[src/rtl/water_level_ctrl.sv]
// Water level selector and fill/drain valve sequencer for the washer controller.
// Tracks a modelled water level and pulses fill_done/drain_done for the wash sequencer.
module water_level_ctrl #(
  parameter int W             = 3,
  parameter int MIN_LEVEL     = 2,
  parameter int MAX_LEVEL     = 5,
  parameter int DEFAULT_LEVEL = 2,
  parameter int FILL_TICKS    = 4,
  parameter int DRAIN_TICKS   = 2
) (
  input  logic         clk,
  input  logic         rst_n,
  input  logic         power_light,
  input  logic         finish,
  input  logic [1:0]   run_state,
  input  logic         level_up,
  input  logic         level_down,
  input  logic         fill_req,
  input  logic         drain_req,
  output logic [W-1:0] target_level,
  output logic [W-1:0] water_now,
  output logic         fill_valve,
  output logic         drain_valve,
  output logic         fill_done,
  output logic         drain_done
);

  localparam int MAX_TICKS = (FILL_TICKS > DRAIN_TICKS) ? FILL_TICKS : DRAIN_TICKS;
  localparam int CW        = (MAX_TICKS > 1) ? $clog2(MAX_TICKS) : 1;

  localparam logic [W-1:0]  L_MIN      = W'(MIN_LEVEL);
  localparam logic [W-1:0]  L_MAX      = W'(MAX_LEVEL);
  localparam logic [W-1:0]  L_DEF      = W'(DEFAULT_LEVEL);
  localparam logic [CW-1:0] FILL_LAST  = CW'(FILL_TICKS - 1);
  localparam logic [CW-1:0] DRAIN_LAST = CW'(DRAIN_TICKS - 1);

  typedef enum logic [1:0] {IDLE, FILL, FULL, DRAIN} state_t;

  state_t        r_state;
  logic [W-1:0]  r_target;
  logic [W-1:0]  r_water;
  logic [CW-1:0] r_cnt;
  logic          r_upPrev;
  logic          r_downPrev;
  logic          r_fillValve;
  logic          r_drainValve;
  logic          r_fillDone;
  logic          r_drainDone;

  logic          w_upEvt;
  logic          w_downEvt;
  logic          w_running;
  logic          w_idleRun;
  logic [W-1:0]  w_waterInc;
  logic [W-1:0]  w_waterDec;

  assign w_upEvt    = level_up & ~r_upPrev;
  assign w_downEvt  = level_down & ~r_downPrev;
  assign w_running  = (run_state == 2'b01);
  assign w_idleRun  = (run_state == 2'b00);
  assign w_waterInc = r_water + 1'b1;
  assign w_waterDec = r_water - 1'b1;

  // Target selection: power loss or wash completion restores the preset level.
  always_ff @(posedge clk or negedge rst_n) begin
    if (!rst_n) begin
      r_target   <= L_DEF;
      r_upPrev   <= 1'b0;
      r_downPrev <= 1'b0;
    end else begin
      r_upPrev   <= level_up;
      r_downPrev <= level_down;
      if (!power_light || finish) begin
        r_target <= L_DEF;
      end else if (w_idleRun) begin
        if (w_upEvt && !w_downEvt) begin
          r_target <= (r_target == L_MAX) ? L_MIN : r_target + 1'b1;
        end else if (w_downEvt && !w_upEvt) begin
          r_target <= (r_target == L_MIN) ? L_MAX : r_target - 1'b1;
        end
      end
    end
  end

  // Valves and done pulses default low each cycle; a paused FILL/DRAIN simply holds state and counter.
  always_ff @(posedge clk or negedge rst_n) begin
    if (!rst_n) begin
      r_state      <= IDLE;
      r_water      <= '0;
      r_cnt        <= '0;
      r_fillValve  <= 1'b0;
      r_drainValve <= 1'b0;
      r_fillDone   <= 1'b0;
      r_drainDone  <= 1'b0;
    end else begin
      r_fillValve  <= 1'b0;
      r_drainValve <= 1'b0;
      r_fillDone   <= 1'b0;
      r_drainDone  <= 1'b0;
      if (!power_light) begin
        r_state <= IDLE;
        r_cnt   <= '0;
      end else begin
        case (r_state)
          IDLE: begin
            if (w_running) begin
              if (drain_req && (r_water != '0)) begin
                r_state      <= DRAIN;
                r_cnt        <= '0;
                r_drainValve <= 1'b1;
              end else if (fill_req && (r_water < r_target)) begin
                r_state     <= FILL;
                r_cnt       <= '0;
                r_fillValve <= 1'b1;
              end
            end
          end
          FILL: begin
            if (w_idleRun) begin
              r_state <= IDLE;
              r_cnt   <= '0;
            end else if (w_running) begin
              if (drain_req) begin
                r_cnt <= '0;
                if (r_water != '0) begin
                  r_state      <= DRAIN;
                  r_drainValve <= 1'b1;
                end else begin
                  r_state <= IDLE;
                end
              end else if (r_cnt == FILL_LAST) begin
                r_cnt   <= '0;
                r_water <= w_waterInc;
                // >= guards against a target lowered by finish mid-fill
                if (w_waterInc >= r_target) begin
                  r_state    <= FULL;
                  r_fillDone <= 1'b1;
                end else begin
                  r_fillValve <= 1'b1;
                end
              end else begin
                r_cnt       <= r_cnt + 1'b1;
                r_fillValve <= 1'b1;
              end
            end
          end
          FULL: begin
            if (w_running && drain_req) begin
              r_state      <= DRAIN;
              r_cnt        <= '0;
              r_drainValve <= 1'b1;
            end
          end
          DRAIN: begin
            if (w_idleRun) begin
              r_state <= IDLE;
              r_cnt   <= '0;
            end else if (w_running) begin
              if (r_cnt == DRAIN_LAST) begin
                r_cnt   <= '0;
                r_water <= w_waterDec;
                if (w_waterDec == '0) begin
                  r_state     <= IDLE;
                  r_drainDone <= 1'b1;
                end else begin
                  r_drainValve <= 1'b1;
                end
              end else begin
                r_cnt        <= r_cnt + 1'b1;
                r_drainValve <= 1'b1;
              end
            end
          end
          default: begin
            r_state <= IDLE;
            r_cnt   <= '0;
          end
        endcase
      end
    end
  end

  assign target_level = r_target;
  assign water_now    = r_water;
  assign fill_valve   = r_fillValve;
  assign drain_valve  = r_drainValve;
  assign fill_done    = r_fillDone;
  assign drain_done   = r_drainDone;

endmodule

[config.mk]
export PLATFORM = sky130hd
export DESIGN_NAME = water_level_ctrl
export DESIGN_NICKNAME = d
export VERILOG_FILES = /design/src/rtl/water_level_ctrl.sv
export SDC_FILE = /design/constraint.sdc
export NUM_CORES = 1
export LEC_CHECK = 0
export ABC_AREA = 1
export BUFFER_PORTS_ARGS = -buffer_cell sky130_fd_sc_hd__buf_4
export CORE_ASPECT_RATIO = 1.2
export CORE_MARGIN = 1.5
export CORE_UTILIZATION = 59
export DETAILED_ROUTE_END_ITERATION = 12
export GPL_ROUTABILITY_DRIVEN = 0
export PLACE_DENSITY = 0.84
export SETUP_SLACK_MARGIN = 0.02
export SYNTH_ARGS = -nofsm -noshare
export SYNTH_HDL_FRONTEND = slang
export SYNTH_SLANG_ARGS = --single-unit
[constraint.sdc]
create_clock -name clk -period 2.5 [get_ports clk]
set_input_delay 0.625 -clock clk [delete_from_list [all_inputs] [get_ports clk]]
set_output_delay 0.625 -clock clk [all_outputs]
set_load 0.1 [all_outputs]
==> results of run 1 <==
-- where the power goes --
| part | switching [W] | internal [W] | total (W) |
|---|---|---|---|
| Clock | 0.0000839 | 0.0000887 | 0.000173 |
| Combinational | 0.000577 | 0.000244 | 0.000821 |
| Sequential | 0.0000729 | 0.000307 | 0.000380 |
-- through the flow --
stage	util [%]	worst slack, ns	area (µm²)	hold slack (ns)	std cells
2_1_floorplan	-	0.07098	1297	0.3294	184
3_3_place_gp	71.32	0.7125	1478	0.4958	233
3_5_place_dp	71.32	0.6609	1478	0.4984	233
4_1_cts	73.07	0.6401	1514	0.1829	237
5_1_grt	73.07	0.4971	1514	0.1828	237
6_report	73.07	0.6603	1514	0.1795	237
-- synthesized netlist by cell type --
cell      instances  share of area, %
clkinv_1          1              0.29
o21bai_1          2               1.2
dfstp_2           1               2.0
o22ai_1           1              0.48
inv_2             2              0.58
o21ai_0          11               4.2
a21oi_1           8               3.1
nand3b_1          1              0.58
nand2_1          41                12
nand3_1          16               6.2
inv_1            25               7.2
ha_1             17                16
xnor2_1           1              0.68
nor4_1            2              0.96
xor2_1            4               2.7
o21ai_1           2              0.77
dfrtp_1          15                29
nand2_2           6               2.9
nor2_1           22               6.4
nand4_1           1              0.48
nor2_2            2              0.96
nor3_1            3               1.2
-- worst reg2reg max path, cell delays in order, from the launching register on --
cell,delay [ns]
dfrtp_1,0.42
inv_1,0.13
ha_1,0.35
ha_1,0.28
nand3_1,0.07
nand2_1,0.06
nand2_1,0.08
nand2_1,0.08
nand2_2,0.06
o21bai_1,0.15
nand2_1,0.06
-- final cells by class --
cell class | count | area (µm²) | area share, %
repair buffers | 19 | 142.6 | 9.422
well taps | 30 | 37.54 | 2.479
clock buffers | 4 | 36.28 | 2.397
multi-input cells | 140 | 790.8 | 52.23
flip-flops and latches | 16 | 401.6 | 26.53
inverters | 28 | 105.1 | 6.942
-- worst paths after layout --
kind / cells past startpoint / from / slack (ns) / end
worst max-delay path: 10 / water_now[0] / 0.66 / r_state[0]
worst min-delay path: 1 / rst_n / 0.18 / drain_done
worst max register to register: 10 / water_now[0] / 0.66 / r_state[0]
worst min register to register: 2 / r_cnt[0] / 0.58 / r_cnt[0]
max in group asynchronous: 1 / rst_n / 2.07 / target_level[1]
min in group clk: 1 / level_down / 0.45 / r_downPrev
-- sequential cells by signal, summed over array words and instances (netlist names) --
register and cells:
r_state 2, fill_done 1, drain_done 1, r_upPrev 1, r_cnt 2, drain_valve 1
target_level 3, fill_valve 1, water_now 3, r_downPrev 1
-- metal layers --
metal / GRT usage, % / wire length, µm / up-vias
met4: 14.29 / 142 / 0
met1: 28.66 / 1202 / 597
met3: 5.611 / 199 / 19
li1: - / - / 637
met5: 0 / 0 / -
met2: 50.94 / 1570 / 65
-- cells by family after synthesis --
kind of cell | Yosys count
compound gates | 24
xor+xnor | 5
fa+ha+maj | 17
buf+inv | 28
flops | 16
simple gates | 94
==> summary.txt, run 1 <==
Run status
  – Run status: finished, final reports clean

Detailed routing
  – DRC Markers: 0
  – Initial DRC Count: 50
  – Pre-antenna DRT Iters: 4
  – Routed length per placed instance: about 13 µm
  – Final WL: 3.115 mm
  – Post-route antenna net violation count: 0
  – Via density: roughly 5.6
  – Via Count: 1318

Setup path
  – Worst-path fanout max: 5
  – Cell mode on critical path: nand2_1
  – Crit end category: flop
  – Slowest cell on crit path: dfrtp_1
  – Kind of critical path: flop to flop
  – Critical path arrival: 2.03 ns
  – Critical path cell sequence: inv_1, ha_1, ha_1, nand3_1, nand2_1, nand2_1, nand2_1, nand2_2, o21bai_1, nand2_1
  – Largest stage delay on the critical path: ~0.42 ns
  – Type of origin of the critical path: flop
  – CP delay by family, top: adder cells
  – Buffers & Inverters on Critical Path: 1
  – Critical path required time: ~2.7 ns

STA
  – Fmax: roughly 540 MHz
  – RSZ-0062 raised after global routing: no
  – Fin crit period: 1.840 ns
  – Worst-margin pin slew: approximately 0.34 ns
  – Clock skew: 0.004545 ns
  – Slew Viols, Final: 0
  – Hold Violations, Final: 0
  – Max transition margin: 77.18%
  – Fin crit share: roughly three quarters
  – Final setup TNS: 0 ns
  – Final setup viols: 0

Floorplanning
  – Die W: 45.81 µm
  – Die height: about 54 µm
  – Die area: about 2500 µm²
  – I/O pin count: 20
  – Core area: 2072 µm²
  – Initial Util: roughly 63%
  – FP Rows: 18

CTS
  – CTS tree: done
  – Setup bufs post-CTS: 0
  – Num CTS Buffers: 3
  – CTS hold repair buffers: 0
  – Clock tree buffer depth: 2
  – # resized after CTS: 0
  – Clock Sinks: 16
  – Max H-tree Level: 1
  – Clock-pin slew on the worst setup and hold paths: around 0.1 ns
  – Root Buffer: clkbuf_4
  – Clk Latency, worst-skew pair: approximately 0.29 ns

Power and ir drop
  – Power Total: 0.001373 W
  – PD cells: roughly 910 nW/µm²
  – Lkg Pwr: ~0.84 nW
  – Maximum vdd ir drop: 825.5 µV

Logic synthesis
  – Mux cell area share after synthesis: 0%
  – Synth Area in Adders: ~16%
  – Yosys cell types: 22
  – Syn nets: 211
  – Post-synthesis compound-gate area fraction: about a tenth
  – Register area share after synthesis: 30.95%
  – Post-Synth XOR/XNOR Area: 3.375%
  – Synth Cell Area: between 1000 and 1500 µm²
  – Cells after Synth: 184
  – Largest family of logic cells by synthesized area: simple AND/OR/NAND/NOR gates
  – Seq cells post-synth: 16
  – Avg Cell Area, Syn: 7.052 µm²
  – Synth warn: 0
  – Synth Area in Simple Gates: between 30% and 40%

Global routing
  – Initial antenna violation count: 0
  – Largest net degree at the start of global routing: 17
  – Vias in the first global route: between 1000 and 1500
  – Global-route wire length before repair: around 5 mm
  – Overflow after GRT: 0
  – All-Layer GR Usage: 27.53%

Placement
  – Buffers on Ports: 19
  – Detailed placement HPWL: roughly 2.5 mm

Final layout
  – Syn-to-layout area delta: 16.68%
  – Most frequent cells in the layout: nand2_1, inv_1, nor2_1
  – Share of cells above drive strength 1: roughly 16%
  – Commonest non-fill, non-tap cell in the layout: nand2_1
  – Fill cell count: 180
  – # diodes: 0
  – Nets: ~240

Min path
  – Worst min path class: input port to asynchronous set/reset pin

Job
  – Max-Cap Viols: 0
Note: power is estimated with default switching activity, not from simulation.
==> run 2: changes to the inputs <==
Settings changed: ABC_AREA 1 to 0, CORE_UTILIZATION 59 to 56, PLACE_DENSITY 0.84 to 0.81.
Clock period 2.5 ns to 1.8 ns, I/O delays scaled along.
==> run 2 against run 1 <==
  * The flow now finishes with violations (setup timing)
  * Largest cell class unchanged
  * Via count shrank 1.4%
  * Fmax shrank 2.0%
  * Count of clock-buffer cells in the layout is the same
  * Largest power group is now registers
  * Combinational power shrank 71%
  * Sequential cell count is the same
==> summary.txt, run 2 <==
Setup path
  – Crit end category: flop
  – CP delay by family, top: flip-flops
  – Type of origin of the critical path: flop
  – Buffers & Inverters on Critical Path: 0 (-1)
  – R2r setup slk: -0.08 ns (-0.74 ns)
  – Slowest cell on crit path: dfrtp_4
  – Worst-path fanout max: 3 (-2)
  – Kind of critical path: flop to flop
  – Critical path cell sequence: ha_4, xor2_1, ha_1, o21a_1, o31ai_2, and4_1, a211o_1
  – Critical path arrival: 2.09 ns (+0.06 ns)
  – Largest stage delay on the critical path: 0.52 ns (+0.10 ns)
  – Critical path required time: 2.01 ns (-0.68 ns)

Floorplanning
  – FP Rows: 19 (+1)
  – Core area: 2258 µm² (+9.0%)
  – I/O pin count: 20 (unchanged)
  – Initial Util: 58.67% (-4.0 points)
  – Die height: 56.29 µm (+3.5%)
  – Die W: 47.41 µm (+3.5%)
  – Die area: 2668 µm² (+7.1%)

Final layout
  – Syn-to-layout area delta: 35.51%
  – Share of cells above drive strength 1: 43.33% (+27 points)
  – Fill cell count: 148 (-18%)
  – Commonest non-fill, non-tap cell in the layout: buf_4
  – Nets: 208 (-11%)
  – Most frequent cells in the layout: buf_4, ha_1, nand2_1, dfrtp_1
  – Area of the multi-input gates: 914.6 µm² (+16%)
  – # diodes: 0 (unchanged)
  – Design area: 1795 µm² (+19%)
  – Register Area: 419.2 µm² (+4.4%)

Power and ir drop
  – Power Total: 0.0008903 W (-35%)
  – Maximum vdd ir drop: 420.9 µV (-49%)
  – Comb pwr share: 27.1% (-33 points)
  – PD cells: 495.9 nW/µm² (-45%)
  – Psw: 0.0002953 W (-60%)
  – Sequential Power Share: 43.4% (+16 points)
  – Lkg Pwr: 0.7673 nW (-8.3%)
  – Clock Power Share: 29.5% (+17 points)
  – P_int: 0.0005950 W (-7.0%)
  – Sw Ratio: 33.17% (-20 points)

Logic synthesis
  – Yosys top cell by area: dfrtp_1
  – Avg Cell Area, Syn: 9.672 µm² (+37%)
  – Cells after Synth: 137 (-26%)
  – Post-synth EDFFs: 0 (unchanged)
  – Yosys cell types: 49 (+120%)
  – Synth area leaders: dfrtp_1, ha_1, xnor2_1
  – Count leader, synth: ha_1
  – Seq cells post-synth: 16 (unchanged)
  – Yosys top cell area share: 28.33% (-0.60 points)
  – Synth warn: 0 (unchanged)
  – Syn nets: 164 (-22%)
  – Register area share after synthesis: 30.31% (-0.64 points)
  – Synth Cell Area: 1325 µm² (+2.1%)
  – Primary FF master, synth: dfrtp_1
  – Post-synthesis async set-or-reset flop share: 100.0% (unchanged)
  – Post-synth top cells: ha_1, dfrtp_1, nand2_1, inv_1

Detailed routing
  – Final WL: 3.634 mm (+17%)
  – Via density: 6.156 (+11%)
  – Routed length per placed instance: 17.22 µm (+31%)
  – Initial DRC Count: 46 (-8.0%)
  – Post-route antenna net violation count: 0 (unchanged)
  – Via Count: 1299 (-1.4%)
  – Pre-antenna DRT Iters: 4 (unchanged)
  – DRC Markers: 0 (unchanged)

CTS
  – Clk Latency, worst-skew pair: 0.31 ns (+0.02 ns)
  – Clock tree buffer depth: 2 (unchanged)
  – Root Buffer: clkbuf_4
  – Num CTS Buffers: 3 (unchanged)
  – Clock Sinks: 16 (unchanged)
  – Clock-pin slew on the worst setup and hold paths: 0.11 ns (about the same)
  – Max H-tree Level: 1 (unchanged)
  – CTS tree: done

Job
  – Max-Cap Viols: 0 (unchanged)

STA
  – Worst-margin pin slew: 0.4867 ns (+0.1476 ns)
  – Clock skew: 0.009872 ns (+0.005327 ns)
  – Hold slack: 0.2611 ns (+0.08165 ns)
  – Hold Violations, Final: 0 (unchanged)
  – Fin crit share: 104.3% (+31 points)
  – Fin crit period: 1.877 ns (+0.03682 ns)
  – Max transition margin: 67.43% (-9.7 points)
  – Fmax: 532.9 MHz (-2.0%)
  – RSZ-0062 raised after global routing: yes
  – Final worst slack: -0.07655 ns (-0.7368 ns)
  – Slew Viols, Final: 0 (unchanged)
  – Final setup viols: 3 (+3)

Global routing
  – Overflow after GRT: 0 (unchanged)
  – Initial antenna violation count: 0 (unchanged)
  – Global-route wire length before repair: 5.568 mm (+11%)
  – Largest net degree at the start of global routing: 17 (unchanged)
  – All-Layer GR Usage: 29.53% (+2.0 points)
  – Vias in the first global route: 1245 (-4.2%)

Run status
  – Failing checks: setup timing
  – Run status: finished, violations left

Min path
  – Worst min path class: input port to flop

Placement
  – Detailed placement HPWL: 2.520 mm (+2.8%)
  – Buffers on Ports: 19 (unchanged)
  – DP Area: 1634 µm² (+11%)
## run 2: cell types whose count changed after synthesis, moves of 5 or more
cell     before  now
nand3_1      16    6
nand2_1      41   11
nor2_1       22    4
o21ai_0      11    4
xnor2_1       1    6
nand2_2       6    1
inv_1        25   10
## run 2: metrics by stage
step / util, % / instances / TNS, ns / worst slack [ns]
floorplan: - / 137 / -0.4689 / -0.2173
global placement: 72.35 / 197 / -0.01418 / -0.01028
detailed placement: 72.35 / 197 / -0.07962 / -0.04050
CTS: 76.45 / 205 / -0.04411 / -0.02504
global route: 79.50 / 211 / -0.5065 / -0.1197
finish: 79.50 / 211 / -0.1357 / -0.07655
## run 2: power by group through the flow
stage / Combinational [W] / Sequential (W) / Clock (W)
2_1_floorplan: 0.000135 / 0.000418 / 0
3_3_place_gp: 0.000209 / 0.000391 / 0
3_5_place_dp: 0.000218 / 0.000392 / 0
4_1_cts: 0.000229 / 0.000385 / 0.000264
5_1_grt: 0.000259 / 0.000387 / 0.000276
6_report: 0.000242 / 0.000386 / 0.000263
## run 2: timing repair
action                                 CTS  global route
setup endpoints to repair                5             9
setup buffers                            3             6
pin swaps                                3             4
endpoints found under the hold margin   15             0
hold buffers                             1             0
resized for setup                        4             9
## run 2: cell families (layout without fill, tap and decap cells)
logic type,Yosys count,after routing,synth area share [%]
multiplexers,3,3,2.361
flip-flops,16,16,30.31
adder cells (fa/ha/maj),17,17,16.05
AO/OA/AOI/OAI,33,33,19.36
buffers and inverters,15,58,7.743
XOR/XNOR,7,7,4.627
AND/OR/NAND/NOR,46,46,19.55
## run 2: routing by layer
metal	part of all wire [%]	vias to the layer above	GRT usage, %
li1	-	583	-
met1	37	630	32.64
met2	53	65	51.93
met3	4.2	21	3.215
met4	5.7	0	14.68
met5	0	-	0
## run 2: layout make-up
class	instances	area share, %
multi-input cells	106	50.94
inverters	10	2.787
well taps	31	2.160
repair buffers	44	18.75
flip-flops and latches	16	23.34
clock buffers	4	2.021
## run 2: worst paths after layout
kind | start | to | cells past startpoint
worst max register to register | water_now[0] | r_state[0] | 7
max in group asynchronous | rst_n | target_level[1] | 2
worst min register to register | water_now[2] | water_now[2] | 1
worst min-delay path | level_down | r_downPrev | 1
min in group asynchronous | rst_n | r_state[1] | 2
worst max-delay path | water_now[0] | r_state[0] | 7
